<file path="src/rtl/enc.sv">
// ENC: two-stage RV32I instruction encoder (fields in, 32-bit word out).
// S1 captures the request and its error status; S2 holds the assembled word.
// Optional feature: define ENC_RANGE_CHECK_EN to flag immediates that do not
// fit their format (word replaced by NOP); otherwise immediates are truncated.
module enc (
  input  logic        clk,
  input  logic        rst_n,
  input  logic        flush,
  input  logic        in_valid,
  output logic        in_ready,
  input  logic [4:0]  in_cls,
  input  logic [4:0]  in_rd,
  input  logic [4:0]  in_rs1,
  input  logic [4:0]  in_rs2,
  input  logic [2:0]  in_funct3,
  input  logic [6:0]  in_funct7,
  input  logic [31:0] in_imm,
  output logic        out_valid,
  input  logic        out_ready,
  output logic [31:0] out_instr,
  output logic        out_err,
  output logic [15:0] cnt_ok,
  output logic [15:0] cnt_err
);

  localparam logic [4:0] CLS_LOAD   = 5'b00000;
  localparam logic [4:0] CLS_OP_IMM = 5'b00100;
  localparam logic [4:0] CLS_AUIPC  = 5'b00101;
  localparam logic [4:0] CLS_STORE  = 5'b01000;
  localparam logic [4:0] CLS_OP     = 5'b01100;
  localparam logic [4:0] CLS_LUI    = 5'b01101;
  localparam logic [4:0] CLS_BRANCH = 5'b11000;
  localparam logic [4:0] CLS_JALR   = 5'b11001;
  localparam logic [4:0] CLS_JAL    = 5'b11011;
  localparam logic [4:0] CLS_SYSTEM = 5'b11100;

  localparam logic [31:0] NOP_WORD = 32'h0000_0013;

  typedef enum logic [2:0] {
    FMT_NONE, FMT_R, FMT_I, FMT_SH, FMT_S, FMT_B, FMT_U, FMT_J
  } fmt_e;

  fmt_e        inFmt;
  logic        inImmBad;
  logic        s1Ready, s2Ready, accept, s2Load;
  logic        s1Valid_q, s1Valid_d, s2Valid_q, s2Valid_d;
  fmt_e        s1Fmt_q;
  logic        s1ImmBad_q;
  logic [4:0]  s1Cls_q, s1Rd_q, s1Rs1_q, s1Rs2_q;
  logic [2:0]  s1Funct3_q;
  logic [6:0]  s1Funct7_q;
  logic [31:0] s1Imm_q;
  logic [31:0] s2Instr_q, s2Instr_d;
  logic        s2Err_q, s2Err_d;
  logic [15:0] cntOk_q, cntErr_q;
  logic [6:0]  opcode;

  assign s2Ready  = !s2Valid_q || out_ready;
  assign s1Ready  = !s1Valid_q || s2Ready;
  assign in_ready = rst_n && s1Ready && !flush;
  assign accept   = in_valid && in_ready;
  assign s2Load   = s1Valid_q && s2Ready && !flush;

  // Map the opcode class onto an instruction format; unknown classes get FMT_NONE
  always_comb begin
    inFmt = FMT_NONE;
    case (in_cls)
      CLS_OP:                         inFmt = FMT_R;
      CLS_LOAD, CLS_JALR, CLS_SYSTEM: inFmt = FMT_I;
      CLS_OP_IMM:                     inFmt = (in_funct3[1:0] == 2'b01) ? FMT_SH : FMT_I;
      CLS_STORE:                      inFmt = FMT_S;
      CLS_BRANCH:                     inFmt = FMT_B;
      CLS_LUI, CLS_AUIPC:             inFmt = FMT_U;
      CLS_JAL:                        inFmt = FMT_J;
      default:                        inFmt = FMT_NONE;
    endcase
  end

`ifdef ENC_RANGE_CHECK_EN
  logic fitsI, fitsB, fitsJ, fitsU, fitsSh;
  assign fitsI  = (&in_imm[31:11]) || !(|in_imm[31:11]);
  assign fitsB  = ((&in_imm[31:12]) || !(|in_imm[31:12])) && !in_imm[0];
  assign fitsJ  = ((&in_imm[31:20]) || !(|in_imm[31:20])) && !in_imm[0];
  assign fitsU  = !(|in_imm[11:0]);
  assign fitsSh = !(|in_imm[31:5]);

  // Flag an immediate that cannot be represented in its format's field
  always_comb begin
    inImmBad = 1'b0;
    case (inFmt)
      FMT_I, FMT_S: inImmBad = !fitsI;
      FMT_SH:       inImmBad = !fitsSh;
      FMT_B:        inImmBad = !fitsB;
      FMT_J:        inImmBad = !fitsJ;
      FMT_U:        inImmBad = !fitsU;
      default:      inImmBad = 1'b0;
    endcase
  end
`else
  assign inImmBad = 1'b0;
`endif

  // Stage valids advance when the downstream slot frees; flush empties both
  always_comb begin
    s1Valid_d = s1Valid_q;
    s2Valid_d = s2Valid_q;
    if (flush) begin
      s1Valid_d = 1'b0;
      s2Valid_d = 1'b0;
    end else begin
      if (s1Ready) s1Valid_d = accept;
      if (s2Ready) s2Valid_d = s1Valid_q;
    end
  end

  assign opcode = {s1Cls_q, 2'b11};

  // Scatter S1 fields into the RV32I word; unknown class gives 0, bad imm gives NOP
  always_comb begin
    s2Instr_d = 32'h0;
    case (s1Fmt_q)
      FMT_R:  s2Instr_d = {s1Funct7_q, s1Rs2_q, s1Rs1_q, s1Funct3_q, s1Rd_q, opcode};
      FMT_I:  s2Instr_d = {s1Imm_q[11:0], s1Rs1_q, s1Funct3_q, s1Rd_q, opcode};
      FMT_SH: s2Instr_d = {s1Funct7_q, s1Imm_q[4:0], s1Rs1_q, s1Funct3_q, s1Rd_q, opcode};
      FMT_S:  s2Instr_d = {s1Imm_q[11:5], s1Rs2_q, s1Rs1_q, s1Funct3_q, s1Imm_q[4:0], opcode};
      FMT_B:  s2Instr_d = {s1Imm_q[12], s1Imm_q[10:5], s1Rs2_q, s1Rs1_q, s1Funct3_q,
                           s1Imm_q[4:1], s1Imm_q[11], opcode};
      FMT_U:  s2Instr_d = {s1Imm_q[31:12], s1Rd_q, opcode};
      FMT_J:  s2Instr_d = {s1Imm_q[20], s1Imm_q[10:1], s1Imm_q[11], s1Imm_q[19:12],
                           s1Rd_q, opcode};
      default: s2Instr_d = 32'h0;
    endcase
    s2Err_d = (s1Fmt_q == FMT_NONE) || s1ImmBad_q;
    if (s1Fmt_q != FMT_NONE && s1ImmBad_q) s2Instr_d = NOP_WORD;
  end

  // Stage 1: capture the accepted request and its error status
  always_ff @(posedge clk or negedge rst_n) begin
    if (!rst_n) begin
      s1Valid_q  <= 1'b0;
      s1Fmt_q    <= FMT_NONE;
      s1ImmBad_q <= 1'b0;
      s1Cls_q    <= 5'h0;
      s1Rd_q     <= 5'h0;
      s1Rs1_q    <= 5'h0;
      s1Rs2_q    <= 5'h0;
      s1Funct3_q <= 3'h0;
      s1Funct7_q <= 7'h0;
      s1Imm_q    <= 32'h0;
    end else begin
      s1Valid_q <= s1Valid_d;
      if (accept) begin
        s1Fmt_q    <= inFmt;
        s1ImmBad_q <= inImmBad;
        s1Cls_q    <= in_cls;
        s1Rd_q     <= in_rd;
        s1Rs1_q    <= in_rs1;
        s1Rs2_q    <= in_rs2;
        s1Funct3_q <= in_funct3;
        s1Funct7_q <= in_funct7;
        s1Imm_q    <= in_imm;
      end
    end
  end

  // Stage 2: hold the assembled word until the consumer takes it
  always_ff @(posedge clk or negedge rst_n) begin
    if (!rst_n) begin
      s2Valid_q <= 1'b0;
      s2Instr_q <= 32'h0;
      s2Err_q   <= 1'b0;
    end else begin
      s2Valid_q <= s2Valid_d;
      if (s2Load) begin
        s2Instr_q <= s2Instr_d;
        s2Err_q   <= s2Err_d;
      end
    end
  end

  // Count delivered words by error status, saturating at all-ones
  always_ff @(posedge clk or negedge rst_n) begin
    if (!rst_n) begin
      cntOk_q  <= 16'h0;
      cntErr_q <= 16'h0;
    end else if (s2Valid_q && out_ready) begin
      if (s2Err_q) begin
        if (cntErr_q != 16'hFFFF) cntErr_q <= cntErr_q + 16'd1;
      end else begin
        if (cntOk_q != 16'hFFFF) cntOk_q <= cntOk_q + 16'd1;
      end
    end
  end

  assign out_valid = s2Valid_q;
  assign out_instr = s2Instr_q;
  assign out_err   = s2Err_q;
  assign cnt_ok    = cntOk_q;
  assign cnt_err   = cntErr_q;

endmodule

</file>
<file path="config.mk">
export PLATFORM = sky130hd
export DESIGN_NAME = enc
export DESIGN_NICKNAME = d
export VERILOG_FILES = /design/src/rtl/enc.sv
export SDC_FILE = /design/constraint.sdc
export NUM_CORES = 1
export LEC_CHECK = 0
export ABC_AREA = 1
export BUFFER_PORTS_ARGS = -buffer_cell sky130_fd_sc_hd__buf_4
export CAP_MARGIN = 20
export CORE_MARGIN = 2
export CORE_UTILIZATION = 50
export CTS_BUF_LIST = sky130_fd_sc_hd__clkbuf_2
export CTS_CLUSTER_SIZE = 12
export DETAILED_ROUTE_END_ITERATION = 8
export GPL_TIMING_DRIVEN = 0
export PLACE_DENSITY = 0.8
export SYNTH_ARGS = -nofsm -noshare
export SYNTH_HDL_FRONTEND = slang
export SYNTH_SLANG_ARGS = --single-unit
</file>
<file path="constraint.sdc">
create_clock -name clk -period 1.65 [get_ports clk]
set_input_delay 0.0825 -clock clk [delete_from_list [all_inputs] [get_ports clk]]
set_output_delay 0.0825 -clock clk [all_outputs]
set_load 0.01 [all_outputs]
</file>
==> impl_metrics.py, run 1 <==
metrics = {
    "status": {
        "status": "complete, but fails checks",
        "failed_checks": "negative hold slack",
    },
    "critical_path": {
        "cp_max_fo": 3,
        "cp.arrival_ps": 1570,
        "cp-end-kind": "output port",
        "worst-setup-path-type": "flop to output port",
        "required_ps": 1570,
        "cp-start-kind": "flop",
    },
    "pwr": {
        "power_w": 0.00926,
        "p_leak_nw": 4.72,
        "ir_drop_v": 0.000630,
        "power_density_nw_per_um2": 1040,
    },
    "clocking": {
        "htree_levels": 4,
        "cts.sinks": 131,
        "cts_buffers": 17,
        "clockRootBuffer": "clkbuf_2",
        "cts_tree": "done",
        "cts.clk_slew.worst_paths_ps": 210,
        "clock_path_buffers": 2,
        "insertion_delay_ps": 730,
    },
    "detailed_routing": {
        "routed_wl_mm": 18.5,
        "first_pass_iters": 5,
        "via_count": 6402,
        "avgRoutedWirePerCell_um": 14.8,
        "vias_per_cell": 5.11,
        "antenna_left": 0,
        "drtIter0Drc": 628,
        "drc": 0,
    },
    "synthesis": {
        "synthesis.area_um2": 6350,
        "ys_ff_latch": 131,
        "yosysUniqueCellTypes": 28,
        "ys_warn_count": 0,
        "seq_area_frac_synth": 0.517,
        "synth_cells": 824,
        "synth_fp_nets": 893,
        "synth_area_per_cell_um2": 7.70,
    },
    "finish": {
        "area_delta_synth_final_pct": 40.4,
        "drive_gt1_frac": 0.231,
        "fillers": 963,
        "layout.nets": 1137,
        "diodes": 0,
    },
    "die": {
        "core_area_um2": 12500,
        "die_h_um": 117,
        "initial_core_util": 0.507,
        "die_area_um2": 13600,
        "pin_count": 134,
        "die_x_um": 117,
        "rows": 41,
    },
    "placement": {
        "io_buffer_count": 133,
        "place_congestion": 0.887,
        "hpwlAfterDp_mm": 11.6,
    },
    "sta": {
        "skew_ps": 40.5,
        "slew_headroom": 0.674,
        "rsz0062_at_grt": "true",
        "period_needed_ps": 1650,
        "finalSetupTns_ps": 0,
        "finalHoldViolations": 129,
        "drv_slew": 0,
        "setup_viol_count_final": 0,
        "max_freq_ghz": 0.607,
        "period_share": 0.999,
        "max_slew.worst_pin.slew_ps": 488,
        "whs_ps": -414,
    },
    "global_routing": {
        "grt_max_degree": 77,
        "track_usage": 0.282,
        "grt_pass1_vias": 6091,
        "overflow": 0,
        "grt_pass1_wl_mm": 29.3,
        "grt_antenna_before_repair": 0,
    },
    "min_path": {
        "hold_path.class": "input pin to async pin",
    },
    "flow_run": {
        "cap_viol_max_count": 0,
    },
}
## stage by stage
step | cell area, um^2 | setup slack, ps | util | std cells | hold slack (ps)
5_1_grt | 8910 | -145 | 0.712 | 1252 | -473
3_3_place_gp | 7560 | -871 | 0.604 | 1129 | 277
2_1_floorplan | 6350 | 85.4 | - | 824 | -213
4_1_cts | 8760 | -99.0 | 0.700 | 1246 | -469
3_5_place_dp | 7590 | -414 | 0.606 | 1130 | 86.8
6_report | 8910 | 1.88 | 0.712 | 1252 | -414
## power breakdown
group          switching [W]  leakage (nW)  total [W]  internal (W)
registers           0.000572          1.68    0.00441       0.00384
logic                0.00139          2.89    0.00278       0.00139
clock network        0.00124         0.147    0.00207      0.000831
## worst max-delay path, stage by stage, from the launching register on
cell	delay, ps
dfrtp_1	400
inv_2	60
nor2_4	110
nand2_2	70
nand2_2	60
inv_2	50
buf_6	110
## routing by layer
layer  vias up  routed length, um  track usage
li1       3080                  -            -
met1      3017               7430        0.342
met2       271               9570        0.495
met3        34               1210       0.0612
met4         0                319        0.104
met5         -                  0            0
## timing repair
action | CTS | global route
hold endpoints to repair | 225 | 132
resized for setup | 12 | 20
pin swaps | 7 | 7
gates cloned | 0 | 3
setup buffers | 16 | 4
hold buffers | 69 | 1
setup endpoints to repair | 51 | 104
## synthesized netlist by cell type, drive strengths merged
cell type | number | area, um^2
nand2 | 405 | 1550
dfrtp | 131 | 3280
nor2 | 74 | 285
nand3 | 55 | 290
inv | 50 | 188
o21ai | 28 | 163
buf | 24 | 156
xor2 | 15 | 131
o31ai | 12 | 90.1
nand4 | 11 | 68.8
a22o | 5 | 43.8
clkbuf | 4 | 16.3
nor3 | 4 | 42.5
a21oi | 3 | 15.0
ha | 2 | 25.0
nand3b | 1 | 7.51
## logic make-up after synthesis
| logic type | count (synthesis) | share of synthesized area |
|---|---|---|
| flip-flops | 131 | 0.517 |
| adder cells (fa/ha/maj) | 2 | 0.00394 |
| AO/OA/AOI/OAI | 48 | 0.0491 |
| XOR/XNOR | 15 | 0.0207 |
| buffers and inverters | 78 | 0.0568 |
| AND/OR/NAND/NOR | 550 | 0.353 |
## placed cells by master, fill, tap and decap left out, types with 3 or more instances in the layout
cell type      Yosys  layout
nand2_1          399     396
buf_4              5     150
dfrtp_1          131     128
nor2_1            71      71
dlygate4sd3_1      0      66
nand3_1           52      52
inv_1             46      46
clkbuf_2           1      21
xor2_1            15      14
o21ai_0           14      13
buf_2             14      12
o31ai_1           12      12
nand4_1           11      11
buf_6              4       8
o21ai_1            8       8
o21ai_2            6       7
a22o_1             5       5
nand2_4            2       5
buf_16             0       5
inv_2              4       4
clkinv_2           0       4
nand2_2            4       3
a21oi_1            3       3
clkbuf_4           0       3
nand3_2            3       3
bufinv_16          0       3
clkinv_4           0       3
dfrtp_2            0       3
## worst paths after layout
| kind | startpoint | to | slack (ps) | depth (start not counted) |
|---|---|---|---|---|
| max | out_valid | in_ready | 2 | 6 |
| min | rst_n | cnt_err[7] | -410 | 5 |
| max reg2reg | out_valid | out_instr[4] | 50 | 6 |
| min reg2reg | s1Funct3_q[0] | s1Funct3_q[0] | 510 | 2 |
| max in group asynchronous | rst_n | s1Rd_q[2] | 1390 | 6 |
| min in group clk | in_funct7[5] | s1Funct7_q[5] | 70 | 4 |
## flip-flops by register name, summed over array words and instances, names as in the netlist
name and cells:
out_instr 31, s1Rs2_q 5, s1Rs1_q 5, out_err 1, cnt_ok 16, s1Funct7_q 7, s1Valid_q 1, cnt_err 16
s1Funct3_q 3, s1Fmt_q 3, out_valid 1, s1Cls_q 5, s1Rd_q 5, s1Imm_q 32
## area by class of cell
cell class              instances  area (um^2)  share of cell area
multi-input cells             615         2780               0.311
well taps                     172          215              0.0242
flip-flops and latches        131         3280               0.368
clock buffers                  17         85.1             0.00955
clock inverters                14          164              0.0184
inverters                      50          188              0.0211
repair buffers                226         2020               0.226
plain buffers                  27          184              0.0206
No activity file was read; power rests on OpenSTA's default activity.
==> run 2, diff against run 1 <==
--- a/config.mk
+++ b/config.mk
@@ -5,7 +5,6 @@
 export SDC_FILE = /design/constraint.sdc
 export NUM_CORES = 1
 export LEC_CHECK = 0
-export ABC_AREA = 1
 export BUFFER_PORTS_ARGS = -buffer_cell sky130_fd_sc_hd__buf_4
 export CAP_MARGIN = 20
 export CORE_MARGIN = 2
@@ -14,7 +13,7 @@
 export CTS_CLUSTER_SIZE = 12
 export DETAILED_ROUTE_END_ITERATION = 8
 export GPL_TIMING_DRIVEN = 0
-export PLACE_DENSITY = 0.8
+export PLACE_DENSITY = 0.81
 export SYNTH_ARGS = -nofsm -noshare
 export SYNTH_HDL_FRONTEND = slang
 export SYNTH_SLANG_ARGS = --single-unit
==> impl_metrics.py, run 2 <==
metrics = {
    "clocking": {
        "clockRootBuffer": "clkbuf_2",
        "cts_buffers": 17,
        "cts.sinks": 131,
        "cts.clk_slew.worst_paths_ps": 240,
        "insertion_delay_ps": 680,
        "cts_tree": "done",
        "clock_path_buffers": 2,
        "htree_levels": 4,
    },
    "critical_path": {
        "worst-setup-path-type": "flop to flop",
        "reg2reg_from": "cnt_ok[1]",
        "cp-start-kind": "flop",
        "required_ps": 2210,
        "critical-path-max-stage-delay_ps": 400,
        "slowest_stage": "dfrtp_1",
        "reg2reg_slack_ps": -70,
        "cp_max_fo": 7,
        "critPathLaunch": "cnt_ok[1]",
        "path_cells": "ha_2, nand4_1, nor4_2, buf_4, and4bb_2, xor2_1",
        "cp-end-kind": "flop",
        "cp.arrival_ps": 2270,
    },
    "synthesis": {
        "synthTopCellsByCount": "dfrtp_1 (131), mux2_2 (70), nand2_1 (34)",
        "synth_fp_nets": 541,
        "async_flop_share": 1.00,
        "synth_cells": 472,
        "synthesis.area_um2": 5820,
        "synth_area_per_cell_um2": 12.3,
        "ys.flop_type": "dfrtp_1",
        "ys_warn_count": 0,
        "ys_ff_latch": 131,
        "yosysTopAreaCell": "dfrtp_1",
        "synth_most_common_cell": "dfrtp_1",
        "synth_top_area_frac": 0.563,
        "synth_enable_flop_cells": 0,
        "yosysUniqueCellTypes": 46,
        "synth_area_leaders": "dfrtp_1 (56%), mux2_2 (14%), mux2i_1 (3.4%), xor2_1 (3.0%), nand2_1 (2.2%)",
        "seq_area_frac_synth": 0.563,
    },
    "finish": {
        "fin_cells": 892,
        "layout.nets": 805,
        "largest-register": "s1Imm_q",
        "area_delta_synth_final_pct": 51.8,
        "fillers": 671,
        "largest_reg_flops": 32,
        "mostFrequentLayoutCells": "buf_4 (167), dfrtp_1 (119), dlygate4sd3_1 (66)",
        "final_common_cell": "buf_4",
        "diodes": 0,
        "drive_gt1_frac": 0.481,
    },
    "global_routing": {
        "use_met1": 0.336,
        "grt_max_degree": 85,
        "use_met3": 0.0740,
        "track_usage": 0.269,
        "grt_pass1_wl_mm": 26.4,
        "busiest_layer": "met2",
        "grt_pass1_vias": 5178,
        "grt_antenna_before_repair": 0,
        "grtUsageMet2": 0.458,
        "overflow": 0,
    },
    "sta": {
        "period_needed_ps": 1720,
        "period_share": 1.04,
        "drv_slew": 0,
        "skew_ps": 53.4,
        "whs_ps": -377,
        "max_slew.worst_pin.slew_ps": 486,
        "setup_viol_count_final": 5,
        "rsz0062_at_grt": "true",
        "fin_ws_ps": -66.7,
        "finalHoldViolations": 125,
        "max_freq_ghz": 0.582,
        "slew_headroom": 0.676,
    },
    "pwr": {
        "ir_drop_v": 0.00103,
        "p_comb_frac": 0.294,
        "pwr-share-seq": 0.480,
        "clkPwrFrac": 0.226,
        "switching_power_w": 0.00288,
        "power.internal_w": 0.00600,
        "power_w": 0.00888,
        "power_density_nw_per_um2": 1000,
        "swShare": 0.324,
        "p_leak_nw": 4.20,
    },
    "detailed_routing": {
        "vias_per_cell": 5.71,
        "drtIter0Drc": 426,
        "via_count": 5092,
        "drc": 0,
        "routed_wl_mm": 17.6,
        "avgRoutedWirePerCell_um": 19.7,
        "antenna_left": 0,
        "first_pass_iters": 6,
    },
    "die": {
        "pin_count": 134,
        "die_x_um": 112,
        "core_area_um2": 11400,
        "rows": 39,
        "die_h_um": 112,
        "initial_core_util": 0.512,
        "die_area_um2": 12500,
    },
    "placement": {
        "hpwlAfterDp_mm": 9.96,
        "place_congestion": 0.849,
        "dp.cells": 748,
        "io_buffer_count": 132,
    },
    "status": {
        "status": "complete, but fails checks",
        "failed_checks": "negative hold slack, negative setup slack",
    },
    "flow_run": {
        "cap_viol_max_count": 0,
    },
    "min_path": {
        "hold_path.class": "input pin to async pin",
    },
}
run 2: path summary, 6_finish.rpt:
path	endpoint	cells past startpoint
max in group asynchronous	cnt_err[8]	6
worst max-delay path	cnt_ok[13]	6
worst min-delay path	s1Rs1_q[0]	5
min in group clk	s1Imm_q[14]	3
worst max register to register	cnt_ok[13]	6
worst min register to register	out_instr[10]	2
run 2: area by class of cell:
class / count / area [um^2] / share of cell area
tap: 143 / 179 / 0.0202
buffer: 24 / 246 / 0.0279
clock buffer: 18 / 90.1 / 0.0102
inverter: 5 / 18.8 / 0.00212
timing repair buffer: 246 / 2180 / 0.246
sequential: 131 / 3290 / 0.372
multi-input combinational: 311 / 2680 / 0.304
clock inverter: 14 / 155 / 0.0175
run 2: power by group through the flow:
stage	sequential, W	combinational (W)	clock [W]
CTS	0.00423	0.00231	0.00201
global placement	0.00425	0.00194	0
finish	0.00427	0.00261	0.00200
global route	0.00433	0.00280	0.00218
detailed placement	0.00430	0.00201	0
floorplan	0.00430	0.000989	0
run 2: repair_timing:
action                                  CTS  global route
gates cloned                              0             1
setup buffers                            21            21
endpoints found under the hold margin   221           131
hold buffers                             69             1
resized for setup                        51            79
endpoints found under the setup margin  112            91
pin swaps                                 7            16
run 2: kinds of logic after synthesis:
logic type | count (synthesis) | share of synthesized area
flip-flops | 131 | 0.563
AND/OR/NAND/NOR | 117 | 0.107
multiplexers | 90 | 0.170
AO/OA/AOI/OAI | 72 | 0.0881
XOR/XNOR | 30 | 0.0451
buffers and inverters | 30 | 0.0228
adder cells (fa/ha/maj) | 2 | 0.00430
run 2: metrics by stage:
| stage | utilization | hold slack (ps) | setup TNS [ps] | cell area (um^2) | setup WS, ps |
|---|---|---|---|---|---|
| 2_1_floorplan | - | -213 | -19.2 | 5880 | -19.2 |
| 3_3_place_gp | 0.620 | 256 | -83240 | 7050 | -1260 |
| 3_5_place_dp | 0.623 | 46.0 | -49620 | 7080 | -738 |
| 4_1_cts | 0.738 | -508 | -26.7 | 8390 | -11.2 |
| 5_1_grt | 0.778 | -422 | -1890 | 8840 | -140 |
| 6_report | 0.778 | -377 | -137 | 8840 | -66.7 |
run 2: metal layers:
layer	wire length [um]	up-vias
met5	0	-
met4	400	0
met3	1210	35
met2	9010	241
met1	6990	2558
li1	-	2258
run 2: critical path, delay by kind of cell (launching register included):
kind                     cells  cell delay [ps]
AND/OR/NAND/NOR              3              680
flip-flops                   1              400
adder cells (fa/ha/maj)      1              210
buffers and inverters        1              210
XOR/XNOR                     1              130
